File: config.mk
export PLATFORM = sky130hd
export DESIGN_NAME = horner_seq_ctrl_flat
export DESIGN_NICKNAME = d
export VERILOG_FILES = /design/src/rtl/horner_seq_pkg.sv /design/src/rtl/horner_seq_ctrl_if.sv /design/src/rtl/horner_seq_lut.sv /design/src/rtl/horner_seq_ctrl.sv /design/src/flat_wrapper.sv
export SDC_FILE = /design/constraint.sdc
export NUM_CORES = 1
export LEC_CHECK = 0
export CORE_ASPECT_RATIO = 1.25
export CORE_UTILIZATION = 45
export DETAILED_ROUTE_END_ITERATION = 7
export PLACE_DENSITY = 0.75
export RECOVER_POWER = 100
export SETUP_SLACK_MARGIN = 0.1
export SYNTH_ARGS = -nofsm -noshare
export SYNTH_HDL_FRONTEND = slang
export SYNTH_SLANG_ARGS = --single-unit
File: constraint.sdc
create_clock -name clk -period 2.95 [get_ports clk]
set_clock_uncertainty 0.05 [all_clocks]
set_input_delay 0.4425 -clock clk [delete_from_list [all_inputs] [get_ports clk]]
set_output_delay 0.4425 -clock clk [all_outputs]
set_load 0.05 [all_outputs]
File: src/rtl/horner_seq_pkg.sv
// horner_seq_pkg: state encoding, default delays and derived-width helpers for the Horner sequencer.
package horner_seq_pkg;

    typedef enum logic [2:0] {IDLE, CENTER, LOOP, TAIL, DONE} state_e;

    localparam int DEF_DEGREE     = 10;
    localparam int DEF_CS_DELAY   = 18;
    localparam int DEF_ITER_DELAY = 16;
    localparam int DEF_TAIL_DELAY = 19;

    function automatic int sel_w(input int degree);
        return $clog2(degree + 1);
    endfunction

    function automatic int t_loop(input int cs, input int degree, input int iter);
        return cs + degree * iter;
    endfunction

    function automatic int t_done(input int cs, input int degree, input int iter, input int tail);
        return t_loop(cs, degree, iter) + tail;
    endfunction

    function automatic int cnt_w(input int cs, input int degree, input int iter, input int tail);
        return $clog2(t_done(cs, degree, iter, tail) + 1);
    endfunction

endpackage

File: src/rtl/horner_seq_ctrl_if.sv
// horner_seq_ctrl_if: start/result handshake and datapath controls of the Horner sequencer.
interface horner_seq_ctrl_if
    import horner_seq_pkg::*;
#(
    parameter int SEL_W = sel_w(DEF_DEGREE)
);
    logic             srdyi;
    logic             drdyi;
    logic [SEL_W-1:0] coeff_sel;
    logic             sum_rst;
    logic             sum_en;
    logic             srdyo;
    logic             busy;
    logic             overrun;

    modport master (
        output srdyi, drdyi,
        input  coeff_sel, sum_rst, sum_en, srdyo, busy, overrun
    );

    modport slave (
        input  srdyi, drdyi,
        output coeff_sel, sum_rst, sum_en, srdyo, busy, overrun
    );
endinterface

File: src/rtl/horner_seq_lut.sv
// horner_seq_lut: decodes the cycle count into a coefficient-load strobe and the coefficient index.
module horner_seq_lut #(
    parameter int DEGREE     = 10,
    parameter int CS_DELAY   = 18,
    parameter int ITER_DELAY = 16,
    parameter int CNT_W      = 8,
    parameter int SEL_W      = 4
) (
    input  logic [CNT_W-1:0] cnt_i,
    output logic             load_o,
    output logic [SEL_W-1:0] idx_o
);
    always_comb begin
        load_o = 1'b0;
        idx_o  = '0;
        for (int k = 0; k <= DEGREE; k++) begin
            if (cnt_i == CNT_W'(CS_DELAY + k * ITER_DELAY)) begin
                load_o = 1'b1;
                idx_o  = SEL_W'(DEGREE - k);
            end
        end
    end
endmodule

File: src/rtl/horner_seq_ctrl.sv
// horner_seq_ctrl: cycle-counted FSM sequencing center/scale, Horner iterations and result handshake.
// Defining HORNER_SEQ_DBG_CNT_EN adds the dbg_cnt and dbg_ovr_cnt observation ports.
module horner_seq_ctrl
    import horner_seq_pkg::*;
#(
    parameter int DEGREE     = DEF_DEGREE,
    parameter int CS_DELAY   = DEF_CS_DELAY,
    parameter int ITER_DELAY = DEF_ITER_DELAY,
    parameter int TAIL_DELAY = DEF_TAIL_DELAY,
    parameter int RETRIGGER  = 0,
    localparam int SEL_W     = sel_w(DEGREE),
    localparam int CNT_W     = cnt_w(CS_DELAY, DEGREE, ITER_DELAY, TAIL_DELAY)
) (
    input  logic             clk,
    input  logic             GlobalReset,
    horner_seq_ctrl_if.slave bus
`ifdef HORNER_SEQ_DBG_CNT_EN
    ,
    output logic [CNT_W-1:0] dbg_cnt,
    output logic [7:0]       dbg_ovr_cnt
`endif
);
    localparam logic [CNT_W-1:0] C_CS   = CNT_W'(CS_DELAY);
    localparam logic [CNT_W-1:0] C_TAIL = CNT_W'(t_loop(CS_DELAY, DEGREE, ITER_DELAY) + 1);
    localparam logic [CNT_W-1:0] C_DONE = CNT_W'(t_done(CS_DELAY, DEGREE, ITER_DELAY, TAIL_DELAY));
    localparam logic [CNT_W-1:0] C_ONE  = CNT_W'(1);

    state_e           state_q, state_d;
    logic [CNT_W-1:0] cnt_q, cnt_d;
    logic [SEL_W-1:0] coeff_q, coeff_d, lut_idx;
    logic             overrun_q, drop, lut_load, active;

    horner_seq_lut #(
        .DEGREE    (DEGREE),
        .CS_DELAY  (CS_DELAY),
        .ITER_DELAY(ITER_DELAY),
        .CNT_W     (CNT_W),
        .SEL_W     (SEL_W)
    ) u_lut (
        .cnt_i (cnt_d),
        .load_o(lut_load),
        .idx_o (lut_idx)
    );

    // DONE takes priority so a one-cycle TAIL still lands on T_DONE
    always_comb begin
        state_d = state_q;
        cnt_d   = cnt_q;
        drop    = 1'b0;
        active  = state_q inside {CENTER, LOOP, TAIL};
        if (active) begin
            cnt_d   = cnt_q + 1'b1;
            state_d = cnt_d == C_DONE ? DONE :
                      cnt_d == C_TAIL ? TAIL :
                      cnt_d == C_CS   ? LOOP : state_q;
            if (bus.srdyi) begin
                if (RETRIGGER != 0) begin
                    state_d = CENTER;
                    cnt_d   = C_ONE;
                end else begin
                    drop = 1'b1;
                end
            end
        end else if (state_q == DONE) begin
            if (bus.drdyi) begin
                state_d = bus.srdyi ? CENTER : IDLE;
                cnt_d   = bus.srdyi ? C_ONE : '0;
            end else begin
                drop = bus.srdyi;
            end
        end else if (bus.srdyi) begin
            state_d = CENTER;
            cnt_d   = C_ONE;
        end
        coeff_d = lut_load ? lut_idx : coeff_q;
    end

    always_ff @(posedge clk) begin
        if (!GlobalReset) begin
            state_q   <= IDLE;
            cnt_q     <= '0;
            coeff_q   <= SEL_W'(DEGREE);
            overrun_q <= 1'b0;
        end else begin
            state_q   <= state_d;
            cnt_q     <= cnt_d;
            coeff_q   <= coeff_d;
            overrun_q <= drop;
        end
    end

    assign bus.coeff_sel = coeff_q;
    assign bus.sum_rst   = cnt_q == C_ONE;
    assign bus.sum_en    = cnt_q >= C_CS;
    assign bus.srdyo     = state_q == DONE;
    assign bus.busy      = state_q != IDLE;
    assign bus.overrun   = overrun_q;

`ifdef HORNER_SEQ_DBG_CNT_EN
    logic [7:0] dbg_ovr_q;

    always_ff @(posedge clk) begin
        if (!GlobalReset) dbg_ovr_q <= '0;
        else if (drop && dbg_ovr_q != 8'hFF) dbg_ovr_q <= dbg_ovr_q + 8'd1;
    end

    assign dbg_cnt     = cnt_q;
    assign dbg_ovr_cnt = dbg_ovr_q;
`endif

    cnt_bound: assert property (@(posedge clk) disable iff (!GlobalReset) cnt_q <= C_DONE);

endmodule

File: src/flat_wrapper.sv
// flat-port wrapper written by rule: the top's interface ports become plain ports
module horner_seq_ctrl_flat import horner_seq_pkg::*;
#(
    parameter int DEGREE     = DEF_DEGREE,
    parameter int CS_DELAY   = DEF_CS_DELAY,
    parameter int ITER_DELAY = DEF_ITER_DELAY,
    parameter int TAIL_DELAY = DEF_TAIL_DELAY,
    parameter int RETRIGGER  = 0,
    localparam int SEL_W     = sel_w(DEGREE),
    localparam int CNT_W     = cnt_w(CS_DELAY, DEGREE, ITER_DELAY, TAIL_DELAY)
)
  (clk, GlobalReset, bus_srdyi, bus_drdyi, bus_coeff_sel, bus_sum_rst, bus_sum_en, bus_srdyo, bus_busy, bus_overrun);
  horner_seq_ctrl_if #(.SEL_W(sel_w(10))) bus_i ();
  input  logic clk;
  input  logic GlobalReset;
  input wire logic [$bits(bus_i.srdyi)-1:0] bus_srdyi;
  input wire logic [$bits(bus_i.drdyi)-1:0] bus_drdyi;
  output wire logic [$bits(bus_i.coeff_sel)-1:0] bus_coeff_sel;
  output wire logic [$bits(bus_i.sum_rst)-1:0] bus_sum_rst;
  output wire logic [$bits(bus_i.sum_en)-1:0] bus_sum_en;
  output wire logic [$bits(bus_i.srdyo)-1:0] bus_srdyo;
  output wire logic [$bits(bus_i.busy)-1:0] bus_busy;
  output wire logic [$bits(bus_i.overrun)-1:0] bus_overrun;
  assign bus_i.srdyi = bus_srdyi;
  assign bus_i.drdyi = bus_drdyi;
  assign bus_coeff_sel = bus_i.coeff_sel;
  assign bus_sum_rst = bus_i.sum_rst;
  assign bus_sum_en = bus_i.sum_en;
  assign bus_srdyo = bus_i.srdyo;
  assign bus_busy = bus_i.busy;
  assign bus_overrun = bus_i.overrun;
  horner_seq_ctrl #(.DEGREE(DEGREE), .CS_DELAY(CS_DELAY), .ITER_DELAY(ITER_DELAY), .TAIL_DELAY(TAIL_DELAY), .RETRIGGER(RETRIGGER)) u_core (.clk(clk), .GlobalReset(GlobalReset), .bus(bus_i));
endmodule
==> results of run 1 <==
-- cell usage after synthesis (all sizes together), types with 2 or more instances --
master	number	area, um^2
nand3	9	45.0
o211a	3	30.0
o21ai	11	55.1
buf	8	51.3
a211oi	2	20.0
a31oi	4	31.3
and3	7	45.1
a21oi	7	35.0
o31a	2	26.3
o221ai	2	17.5
and4b	2	20.0
ha	5	62.6
and2	10	62.6
nor3	9	55.1
nor2	9	41.3
o221a	2	22.5
nor2b	6	40.0
dfxtp	16	320
nand2	13	48.8
o211ai	3	22.5
clkbuf	3	11.3
o21a	2	15.0
mux2i	2	27.5
inv	9	33.8
or3	2	12.5
xnor2	3	26.3
-- sequential cells by signal, summed over array words and instances, names as in the netlist --
signal and cells:
u_core.cnt_q 8, u_core.state_q 3, u_core.bus.coeff_sel 4, u_core.bus.overrun 1
-- cell families (layout without fill, tap and decap cells) --
group / Yosys count / after routing / share of synthesized area, %
adders and majority gates: 5 / 5 / 4.53
xor gates and xnor gates: 3 / 3 / 1.90
muxes: 4 / 4 / 4.71
and+or+nand+nor: 72 / 72 / 29.3
AOI/OAI and AO/OA: 51 / 51 / 29.4
DFF: 16 / 16 / 23.2
buffers and inverters: 20 / 26 / 6.97
-- power breakdown --
part	total (mW)	leakage, nW	internal [mW]	switching (mW)
logic	0.177	0.451	0.0689	0.108
clock network	0.155	0.0210	0.0754	0.0797
registers	0.243	0.130	0.227	0.0160
-- per-stage QoR --
step           hold slack [ns]  cell area, um^2  instances
4_1_cts                  0.459             1530        213
3_3_place_gp             0.431             1490        209
6_report                 0.456             1510        213
5_1_grt                  0.490             1510        213
2_1_floorplan            0.521             1380        171
3_5_place_dp             0.435             1490        209
-- metal layers --
metal / global-route usage (%) / up-vias / share of wire [%]
li1: - / 641 / -
met1: 26.1 / 611 / 45
met2: 33.3 / 48 / 47
met3: 3.33 / 12 / 4.5
met4: 10.8 / 0 / 3.8
met5: 0 / - / 0
-- path summary, 6_finish.rpt --
kind              cells after the start                            startpoint  slack [ns]                              endpoint
setup / recovery                      5            u_core.cnt_q[0]$_SDFF_PN0_        0.32                            bus_sum_en
hold / removal                        1  u_core.bus.coeff_sel[0]$_SDFFE_PN0P_        0.46  u_core.bus.coeff_sel[0]$_SDFFE_PN0P_
setup reg to reg                      7            u_core.cnt_q[0]$_SDFF_PN0_        0.42  u_core.bus.coeff_sel[1]$_SDFFE_PN1P_
hold reg to reg                       1  u_core.bus.coeff_sel[0]$_SDFFE_PN0P_        0.46  u_core.bus.coeff_sel[0]$_SDFFE_PN0P_
-- final cells by class --
| cell class | count | area, um^2 | area share, % |
|---|---|---|---|
| timing repair buffer | 13 | 126 | 8.35 |
| tap | 36 | 45.0 | 2.98 |
| clock buffer | 4 | 36.3 | 2.40 |
| multi-input combinational | 135 | 951 | 62.9 |
| inverter | 9 | 33.8 | 2.23 |
| sequential | 16 | 320 | 21.2 |
-- what timing repair did --
item,4_1_cts,5_1_grt
setup buffers,0,0
resized for setup,1,0
endpoints found under the setup margin,1,0
endpoints found under the hold margin,0,0
-- critical path: stages, from the launching register on --
cell	delay (ns)
dfxtp_1	0.53
inv_1	0.17
ha_1	0.27
o41ai_1	0.35
nand2_1	0.09
dlygate4sd2_1	0.42
==> flow_summary.ini, run 1 <==
[final_layout]
nNetsFinal = 187
syn_to_final_growth_pct = 9.51
final_common_cell = dfxtp_1
drive_gt1_share_pct = 9.60
fillCellCount = 288
final_cell_mix = dfxtp_1 (16), nand2_1 (13), o21ai_0 (11)
diodes = 0
fin_util_pct = 51.8

[job]
cap_violations = 0

[global_routing]
overflow = 0
grt_max_degree = 15
grt_pass1_wl_um = 5170
grt_antenna_before_repair = 0
grt_util_all_layers_pct = 20.8
grt_pass1_vias = 1118

[drt]
drtIter0Drc = 79
vias = 1312
post_drt_wl_per_cell_um = 15.2
antenna_left = 0
first_pass_iters = 6
drcViolationCount = 1
drt-total-wl_um = 3230
drt-vias-per-instance = 6.16

[logic_synthesis]
synth_warnings = 0
syn_area_um2 = 1380
synth-edff-count = 0
synthCells = 171
synth_cell_type_count = 56
avgSynthCellArea_um2 = 8.08
synth_seq_area_share_pct = 23.2
syn-num-nets = 180
async_reset_ff_share_pct = 0
dominantRegCellSynth = dfxtp_1
ys_seq_elements = 16

[clocking]
cts_tree = done
cts_made_buffers = 3
root_buffer = clkbuf_4
cts.clk_slew.worst_paths_ns = 0.10
insertion_delay_ns = 0.30
clockBufferDepth = 2
ctsHoldBuffers = 0
cts_max_level = 1
cts_sinks = 16

[critical_path]
startpoint_type = register
critPathKind = reg -> out
end_kind = output pin
cp.required_ns = 2.46
crit_arrival_ns = 2.14
crit_fanout = 9

[die]
die_h_um = 63.9
start_util_pct = 47.3
die_w_um = 51.6
rows = 22
dieArea_um2 = 3300
core_um2 = 2920
ios = 13

[timing]
post-route-min-period_ns = 2.63
slew_viol_final = 0
setup_viol = 0
finalSetupTns_ns = 0
max_freq_mhz = 380
layout_setup_ws_ns = 0.319
grt_setup_unrepaired = false
slew_headroom_pct = 51.5
period_share_pct = 89.2
timing.final.hold_violations = 0
worstMarginPinSlew_ns = 0.726

[placed_design]
gp_congestion = 0.881
io_buffers = 12
pre_cts_ws_ns = 0.406
hpwl_um = 2380

[status]
status = finished, violations left
violations = design-rule violations

[worst_hold_path]
hold_path.class = reg -> reg

[power]
peakVddDrop_mv = 0.242
leakagePower_nw = 0.602
p_per_area_nw_per_um2 = 380
total_power_mw = 0.575
(Power assumes the default switching activity.)
==> run 2: changes to the inputs <==
--- a/config.mk
+++ b/config.mk
@@ -11,6 +11,7 @@
 export PLACE_DENSITY = 0.75
 export RECOVER_POWER = 100
 export SETUP_SLACK_MARGIN = 0.1
+export SKIP_LAST_GASP = 1
 export SYNTH_ARGS = -nofsm -noshare
 export SYNTH_HDL_FRONTEND = slang
 export SYNTH_SLANG_ARGS = --single-unit
==> results of run 2 <==
Same layout as run 1: the final DEF is identical, and so are final timing and power.
